==> src/rtl/axi_lite_master_v2.sv <==
// AXI4-Lite master: independent single-outstanding write and read engines
// driven by a simple user command port, with per-engine response timeouts.
module axi_lite_master_v2 #(
    parameter int         ADDR_W = 32,
    parameter int         DATA_W = 32,
    parameter logic [2:0] PROT   = 3'b000,
    parameter int         TO_CYC = 255,
    localparam int        STRB_W = DATA_W / 8
) (
    input  logic              aclk,
    input  logic              areset,
    output logic [ADDR_W-1:0] m_axi_awaddr,
    output logic [2:0]        m_axi_awprot,
    output logic              m_axi_awvalid,
    input  logic              m_axi_awready,
    output logic [DATA_W-1:0] m_axi_wdata,
    output logic [STRB_W-1:0] m_axi_wstrb,
    output logic              m_axi_wvalid,
    input  logic              m_axi_wready,
    input  logic [1:0]        m_axi_bresp,
    input  logic              m_axi_bvalid,
    output logic              m_axi_bready,
    output logic [ADDR_W-1:0] m_axi_araddr,
    output logic [2:0]        m_axi_arprot,
    output logic              m_axi_arvalid,
    input  logic              m_axi_arready,
    input  logic [DATA_W-1:0] m_axi_rdata,
    input  logic [1:0]        m_axi_rresp,
    input  logic              m_axi_rvalid,
    output logic              m_axi_rready,
    input  logic              wr_req,
    input  logic [ADDR_W-1:0] wr_addr,
    input  logic [DATA_W-1:0] wr_data,
    input  logic [STRB_W-1:0] wr_strb,
    output logic              wr_ready,
    output logic              wr_done,
    output logic              wr_err,
    output logic [1:0]        wr_resp,
    output logic              wr_timeout,
    input  logic              rd_req,
    input  logic [ADDR_W-1:0] rd_addr,
    output logic              rd_ready,
    output logic              rd_done,
    output logic              rd_err,
    output logic [1:0]        rd_resp,
    output logic [DATA_W-1:0] rd_data,
    output logic              rd_timeout
);

    localparam int CNT_W = (TO_CYC < 2) ? 1 : $clog2(TO_CYC + 1);
    localparam logic [CNT_W-1:0] TO_MAX = CNT_W'(TO_CYC);

    typedef enum logic [1:0] {W_IDLE, W_XFER, W_RESP} w_state_t;
    typedef enum logic [1:0] {R_IDLE, R_ADDR, R_DATA} r_state_t;

    w_state_t w_state, w_next;
    r_state_t r_state, r_next;

    logic              aw_v;
    logic              w_v;
    logic [STRB_W-1:0] wstrb_q;
    logic [CNT_W-1:0]  w_cnt;
    logic [CNT_W-1:0]  r_cnt;
    logic              wr_acc;
    logic              rd_acc;
    logic              aw_hs;
    logic              w_hs;
    logic              b_hs;
    logic              r_hs;

    assign wr_acc = wr_req & (w_state == W_IDLE);
    assign rd_acc = rd_req & (r_state == R_IDLE);
    assign aw_hs  = aw_v & m_axi_awready;
    assign w_hs   = w_v & m_axi_wready;
    assign b_hs   = m_axi_bvalid & m_axi_bready;
    assign r_hs   = m_axi_rvalid & m_axi_rready;

    assign m_axi_awprot  = PROT;
    assign m_axi_arprot  = PROT;
    assign m_axi_awvalid = aw_v;
    assign m_axi_wvalid  = w_v;
    assign m_axi_wstrb   = w_v ? wstrb_q : '0;
    assign m_axi_bready  = (w_state == W_RESP);
    assign m_axi_arvalid = (r_state == R_ADDR);
    assign m_axi_rready  = (r_state == R_DATA);
    assign wr_ready      = (w_state == W_IDLE);
    assign rd_ready      = (r_state == R_IDLE);

    // State registers for both engines
    always_ff @(posedge aclk) begin
        if (areset) begin
            w_state <= W_IDLE;
            r_state <= R_IDLE;
        end else begin
            w_state <= w_next;
            r_state <= r_next;
        end
    end

    // Write next state: leave XFER once both address and data have handshaked
    always_comb begin
        w_next = w_state;
        unique case (w_state)
            W_IDLE: if (wr_req) w_next = W_XFER;
            W_XFER: begin
                if ((!aw_v || m_axi_awready) && (!w_v || m_axi_wready))
                    w_next = W_RESP;
            end
            W_RESP: if (m_axi_bvalid) w_next = W_IDLE;
            default: w_next = W_IDLE;
        endcase
    end

    // Read next state
    always_comb begin
        r_next = r_state;
        unique case (r_state)
            R_IDLE: if (rd_req) r_next = R_ADDR;
            R_ADDR: if (m_axi_arready) r_next = R_DATA;
            R_DATA: if (m_axi_rvalid) r_next = R_IDLE;
            default: r_next = R_IDLE;
        endcase
    end

    // Write payload, per-channel valids and completion capture
    always_ff @(posedge aclk) begin
        if (areset) begin
            m_axi_awaddr <= '0;
            m_axi_wdata  <= '0;
            wstrb_q      <= '0;
            aw_v         <= 1'b0;
            w_v          <= 1'b0;
            wr_done      <= 1'b0;
            wr_err       <= 1'b0;
            wr_resp      <= 2'b00;
        end else begin
            wr_done <= 1'b0;
            if (wr_acc) begin
                m_axi_awaddr <= wr_addr;
                m_axi_wdata  <= wr_data;
                wstrb_q      <= wr_strb;
                aw_v         <= 1'b1;
                w_v          <= 1'b1;
            end else begin
                if (aw_hs) aw_v <= 1'b0;
                if (w_hs) w_v <= 1'b0;
            end
            if (b_hs) begin
                wr_done <= 1'b1;
                wr_resp <= m_axi_bresp;
                wr_err  <= m_axi_bresp[1];
            end
        end
    end

    // Read address capture and completion capture
    always_ff @(posedge aclk) begin
        if (areset) begin
            m_axi_araddr <= '0;
            rd_done      <= 1'b0;
            rd_err       <= 1'b0;
            rd_resp      <= 2'b00;
            rd_data      <= '0;
        end else begin
            rd_done <= 1'b0;
            if (rd_acc) m_axi_araddr <= rd_addr;
            if (r_hs) begin
                rd_done <= 1'b1;
                rd_data <= m_axi_rdata;
                rd_resp <= m_axi_rresp;
                rd_err  <= m_axi_rresp[1];
            end
        end
    end

    // Write timeout: saturating busy-cycle count, sticky flag until next accept
    always_ff @(posedge aclk) begin
        if (areset || wr_acc) begin
            w_cnt      <= '0;
            wr_timeout <= 1'b0;
        end else if (w_state != W_IDLE && TO_CYC != 0 && w_cnt != TO_MAX) begin
            w_cnt <= w_cnt + CNT_W'(1);
            if (w_cnt + CNT_W'(1) == TO_MAX) wr_timeout <= 1'b1;
        end
    end

    // Read timeout: same scheme as the write engine
    always_ff @(posedge aclk) begin
        if (areset || rd_acc) begin
            r_cnt      <= '0;
            rd_timeout <= 1'b0;
        end else if (r_state != R_IDLE && TO_CYC != 0 && r_cnt != TO_MAX) begin
            r_cnt <= r_cnt + CNT_W'(1);
            if (r_cnt + CNT_W'(1) == TO_MAX) rd_timeout <= 1'b1;
        end
    end

endmodule

==> config.mk <==
export PLATFORM = sky130hd
export DESIGN_NAME = axi_lite_master_v2
export DESIGN_NICKNAME = d
export VERILOG_FILES = /design/src/rtl/axi_lite_master_v2.sv
export SDC_FILE = /design/constraint.sdc
export NUM_CORES = 1
export LEC_CHECK = 0
export BUFFER_PORTS_ARGS = -buffer_cell sky130_fd_sc_hd__buf_2
export CAP_MARGIN = 20
export CORE_MARGIN = 4
export CORE_UTILIZATION = 41
export DETAILED_ROUTE_END_ITERATION = 10
export GPL_TIMING_DRIVEN = 1
export MAX_ROUTING_LAYER = met4
export PLACE_DENSITY = 0.84
export SYNTH_ARGS = -nofsm -noshare
export SYNTH_HDL_FRONTEND = slang
export SYNTH_SLANG_ARGS = --single-unit
==> constraint.sdc <==
create_clock -name aclk -period 1.39 [get_ports aclk]
set_input_delay 0 -clock aclk [delete_from_list [all_inputs] [get_ports aclk]]
set_output_delay 0 -clock aclk [all_outputs]
set_load 0.02 [all_outputs]
-- Word-level counts from Yosys, hierarchy flattened
Cells that the tools add are included.
- shifts and indexed selects: 0
- $add $sub $neg: 2
- order comparisons: 0
- multipliers: 0
- reductions and logical operators: 19
- bitwise operators: 6
- div/mod/pow operators: 0
- eq/ne operators: 14
- muxes and demuxes: 15
- operator list (kind ; count):
    adder 8 x 1 -> 8 bit (second input constant) ; 2
    == test 8 bit (second input constant) ; 2
    inequality test 8 bit (second input constant) ; 2
    2-to-1 mux 2 bit ; 6
    one-hot mux 2 bit (3 select lines) ; 2
    inequality test 2 bit (second input constant) ; 5
    nonzero test 2 bit ; 4
    bitwise AND 1 bit ; 6
    2-to-1 mux 1 bit ; 6
    AND reduction 3 bit ; 2
    == test 2 x 1 -> 1 bit (second input constant) ; 2
    == test 2 bit (second input constant) ; 2
    zero test 2 bit ; 2
    logical OR 1 bit ; 4
    2-to-1 mux 4 bit ; 1
    AND reduction 2 bit ; 2
    logical AND 1 bit ; 3
    zero test 1 bit ; 2
    inequality test 2 x 1 -> 1 bit (second input constant) ; 1
- register bits: 164
- logic and storage cells: 75
- memory bits (writable): 0
- input bits: 145
- bits in read-only memories: 0
- memories kept: 0
- output and inout bits: 155
- latch bits: 0

-- Logic depth before layout (Yosys ltp)
- word-level depth: 5
- depth in mapped cells: 7
- depth with buffers taken out: 5

-- Worst setup path before layout
Ideal clock, no wire load.
- kind: register to register
- from: register r_state[1]
- to: register rd_data[3]
- stages on the path, launching flop included: 6
- path slack: -101 ps
- setup time: 132 ps
- required time: 1258 ps
- period minus slack after synthesis: 1491 ps
- buffers on the path: 1
- arrival time: 1359 ps
- path through: dfxtp_1 nor2b_1 nand2_1 clkbuf_1 nand2_1 a21oi_1
- cells in the longest elaborated chain, start to end: 2
- RTL lines (element ; RTL line ; RTL):
    start: declaration ; 57 ; r_state_t r_state, r_next;
    start signal: assignment ; 96 ; r_state <= r_next;
    == test 2 bit ; 85 ; assign m_axi_rready = (r_state == R_DATA);
    net m_axi_rready ; 30 ; output logic m_axi_rready,
    bitwise AND 1 bit ; 76 ; assign r_hs = m_axi_rvalid & m_axi_rready;
    end signal: assignment ; 169 ; rd_data <= m_axi_rdata;
    end: declaration ; 46 ; output logic [DATA_W-1:0] rd_data,
The timed path passes the listed nets, and every way through them passes these cells.
A chain may end at the register's enable or synchronous reset.

-- Worst setup path in the final report
- from: register r_state[0]
- to: register m_axi_araddr[2]
- cells in the longest elaborated chain, start to end: 2
- RTL lines (element ; RTL line ; RTL):
    zero test 2 bit ; 72 ; assign rd_acc = rd_req & (r_state == R_IDLE);
    bitwise AND 1 bit ; 72 ;
    end signal: assignment ; 166 ; if (rd_acc) m_axi_araddr <= rd_addr;
    end: declaration ; 23 ; output logic [ADDR_W-1:0] m_axi_araddr,
No other way between the ends.

==> run summary <==
- finished, violations left — outcome
- 29.29% — met1 demand-to-capacity share in global routing
- 42 — unique cell type count in the Yosys netlist
- 1.602% — xor/xnor share of the synthesized area
- 8.019 um2 — syn avg cell area
- flip-flop — crit path launch type
- 0 — number of nets still failing antenna checks after routing
- 1224 nW/um2 — pwr dens
- negative setup slack — failing checks
- 1.457 ns — Period minus WS final
- 5 — number of iterations in the first detailed-routing pass
- sky130_fd_sc_hd__dfxtp_1 — Main synth FF type
- 78 — largest net degree at the start of global routing
- flip-flop — nature of the critical path endpoint
- 0.8323 — gp weighted congestion
- 0.3537% — share of synthesized area spent on multiplexers
- 0.01071 ns — Clock Skews
- simple AND/OR/NAND/NOR gates — main combinational cell family by area after synthesis
- 14.40% — share of the synthesized area in compound gates (AO/OA/AOI/OAI)
- -0.1747 ns — final sum of negative setup slack
- 1.80 ns — data arrival at the endpoint of the critical path
- 53.92% — sequential share of the synthesized area
- 27.46% — global-route usage over all layers
- 18.03 um — Wirelength per Cell
- 104.8% — Tcrit/Tclk final
- 0 — synthesis warning total
- 0 — final-report max-slew violation count
- 0.42 ns — latest clock arrival within the worst-skew pair
- in2reg — Hold Crit Class
- 7,164 — vias in the first global route
- 47.04% — met2 demand-to-capacity share in global routing
- 300 — IO Pins
- 0 — Final Hold Fails
- 1,334 — NumNets Final
- yes — clock tree from TritonCTS
- 750 — Gate Count Post-Synth
- 1.005 mV — maximum resistive drop on vdd
- yes — RSZ-0062 raised after global routing
- 72.66% — share of the core filled with cells in the final layout
- 162 — flip-flop and latch count after synthesis
- met2 — layer with the highest usage after global routing
- 0.07 ns — clock transition at the registers of the reported paths
- 129.1 um — width of the die
- 0 — max-cap viol count
- 70.29% — growth of design area from synthesis to finish
- 162 — number of sinks driven by the clock tree
- 686.5 MHz — max frequency
- 1.74 ns — critical path data required time
- 8.203% — met3 demand-to-capacity share in global routing
- 16,670 um2 — area of the die
- sky130_fd_sc_hd__clkbuf_16 — CTS Root Buffer Type
- 42.67% — Initial Util
- 14,100 um2 — core region area
- 43 — Row Count
- 293 — count of input and output buffers
- 0 — # DRC
- 0.8321% — area share of fa/ha/maj cells after synthesis
- 24,860 um — detailed-route wire length
- 129.1 um — die outline height
- 23.57% — Synth Area in Simple Gates
- 596 — starting DRC count in detailed routing
- 2 — Max Buffers Root-to-Sink
- 17 — total clock buffers created by CTS
- 5.269 — via density per instance
- 8 — largest fanout on the critical path
- 35,510 um — first-pass GRT wire length
- -0.02032 ns — worst slack at placement
- 12.54 mW — Total Power Consumption
- reg2reg — type of the worst setup path
- 6 — total of endpoints with negative setup slack in the final report
- 4 — CTS H-Tree Depth
- 0% — Post-synth ARST share
- 6015 um2 — cell area after synthesis
- 0 — initial antenna violation count
- 0 — Post-synth EDFFs
- 0.05874 ns — Worst Hold Margin
- -0.06666 ns — smallest setup slack after layout
- 36.06% — share of post-route cells with drive strength above 1
- 4.602 nW — leakage power figure
- 7,266 — total number of vias
- 0 — sum of overflow across all layers after global routing
- 12,340 um — HPWL Detailed
[sequential cells by signal, indices dropped and copies added, names as in the netlist, 2 cells and up]
name          count
r_state           2
m_axi_wdata      32
m_axi_awaddr     32
rd_data          32
r_cnt             8
w_state           2
w_cnt             8
wstrb_q           4
m_axi_araddr     32
[metal layers]
layer / part of all wire, % / vias to the layer above
li1: - / 3303
met1: 36 / 3359
met2: 51 / 512
met3: 9.1 / 92
met4: 3.7 / 0
met5: 0 / -
[through the flow]
| stage | instances | cell area, um2 |
|---|---|---|
| CTS | 1370 | 9831 |
| detailed placement | 1195 | 7721 |
| global route | 1378 | 10240 |
| floorplan | 755 | 6048 |
| finish | 1379 | 10240 |
| global placement | 1195 | 7721 |
[cells in the mapped netlist (2+ instances only)]
cell type                  number  area (um2)
sky130_fd_sc_hd__a31oi_1        3       18.77
sky130_fd_sc_hd__and4b_1        2       20.02
sky130_fd_sc_hd__nor3_1         7       35.03
sky130_fd_sc_hd__clkbuf_1      25       93.84
sky130_fd_sc_hd__nor2b_1        3       18.77
sky130_fd_sc_hd__nand3_1        6       30.03
sky130_fd_sc_hd__and4_1         2       17.52
sky130_fd_sc_hd__and2_1         7       43.79
sky130_fd_sc_hd__dfxtp_1      162        3243
sky130_fd_sc_hd__nand4_1        2       12.51
sky130_fd_sc_hd__a21oi_1      147       735.7
sky130_fd_sc_hd__nand2b_1       6       37.54
sky130_fd_sc_hd__buf_2         15       75.07
sky130_fd_sc_hd__inv_1          5       18.77
sky130_fd_sc_hd__nor2_1        19       71.32
sky130_fd_sc_hd__a211oi_1       6       45.04
sky130_fd_sc_hd__ha_1           4       50.05
sky130_fd_sc_hd__buf_4         16       120.1
sky130_fd_sc_hd__nand2_1      278        1044
sky130_fd_sc_hd__xnor2_1       10       87.58
sky130_fd_sc_hd__o21ai_0        4       20.02
[final timing paths]
check / endpoint / slack [ns] / startpoint / cells after the start
max: m_axi_araddr[2]$_SDFFE_PP0P_ / -0.07 / r_state[0]$_SDFFE_PP0P_ / 6
min reg2reg: m_axi_wdata[0]$_SDFFE_PP0P_ / 0.45 / m_axi_wdata[0]$_SDFFE_PP0P_ / 2
max reg2reg: m_axi_araddr[2]$_SDFFE_PP0P_ / -0.07 / r_state[0]$_SDFFE_PP0P_ / 6
min: r_cnt[0]$_SDFFE_PP0P_ / 0.06 / rd_req / 4
[critical path, stage by stage (launching register included)]
cell and delay (ns):
sky130_fd_sc_hd__dfxtp_4 0.36, sky130_fd_sc_hd__or2_4 0.29, sky130_fd_sc_hd__inv_8 0.07, sky130_fd_sc_hd__and2_4 0.21, sky130_fd_sc_hd__clkbuf_16 0.21, sky130_fd_sc_hd__nand2_2 0.08
sky130_fd_sc_hd__a21oi_2 0.16
[power by group]
part	switching, mW	internal, mW	total [mW]
Clock	1.96	3.30	5.26
Sequential	0.159	4.90	5.05
Combinational	1.25	0.972	2.22
[cell type report]
type | count | area [um2]
tap | 180 | 225.2
clock buffer | 20 | 456.7
sequential | 162 | 3253
fill | 867 | 3854
multi-input combinational | 530 | 2753
timing repair buffer | 468 | 3319
antenna | 1 | 2.502
inverter | 6 | 30.03
clock inverter | 12 | 202.7
[cell usage in the layout, fill, tap and decap left out, types with 7 or more instances in the layout]
cell type                         n
sky130_fd_sc_hd__clkbuf_16       22
sky130_fd_sc_hd__nor2_1          19
sky130_fd_sc_hd__nand2_1        260
sky130_fd_sc_hd__dfxtp_1        156
sky130_fd_sc_hd__a21oi_2         24
sky130_fd_sc_hd__dlygate4sd3_1  143
sky130_fd_sc_hd__buf_12           7
sky130_fd_sc_hd__a21oi_1        122
sky130_fd_sc_hd__nand2_2          9
sky130_fd_sc_hd__xnor2_1         10
sky130_fd_sc_hd__buf_4           20
sky130_fd_sc_hd__nand2_4         10
sky130_fd_sc_hd__buf_2          292
[logic make-up after synthesis]
group	after synthesis
and+or+nand+nor	342
AOI/OAI and AO/OA	165
DFF	162
buffers and inverters	63
xor gates and xnor gates	11
adders and majority gates	4
muxes	2
other	1
[timing repair]
| item | 4_1_cts | 5_1_grt |
|---|---|---|
| gates cloned | 0 | 6 |
| setup buffers | 0 | 2 |
| setup endpoints to repair | 43 | 116 |
| hold endpoints to repair | 144 | 0 |
| resized for setup | 6 | 76 |
| hold buffers | 143 | 0 |
| pin swaps | 0 | 29 |
Note: power is estimated with default switching activity, not from simulation.
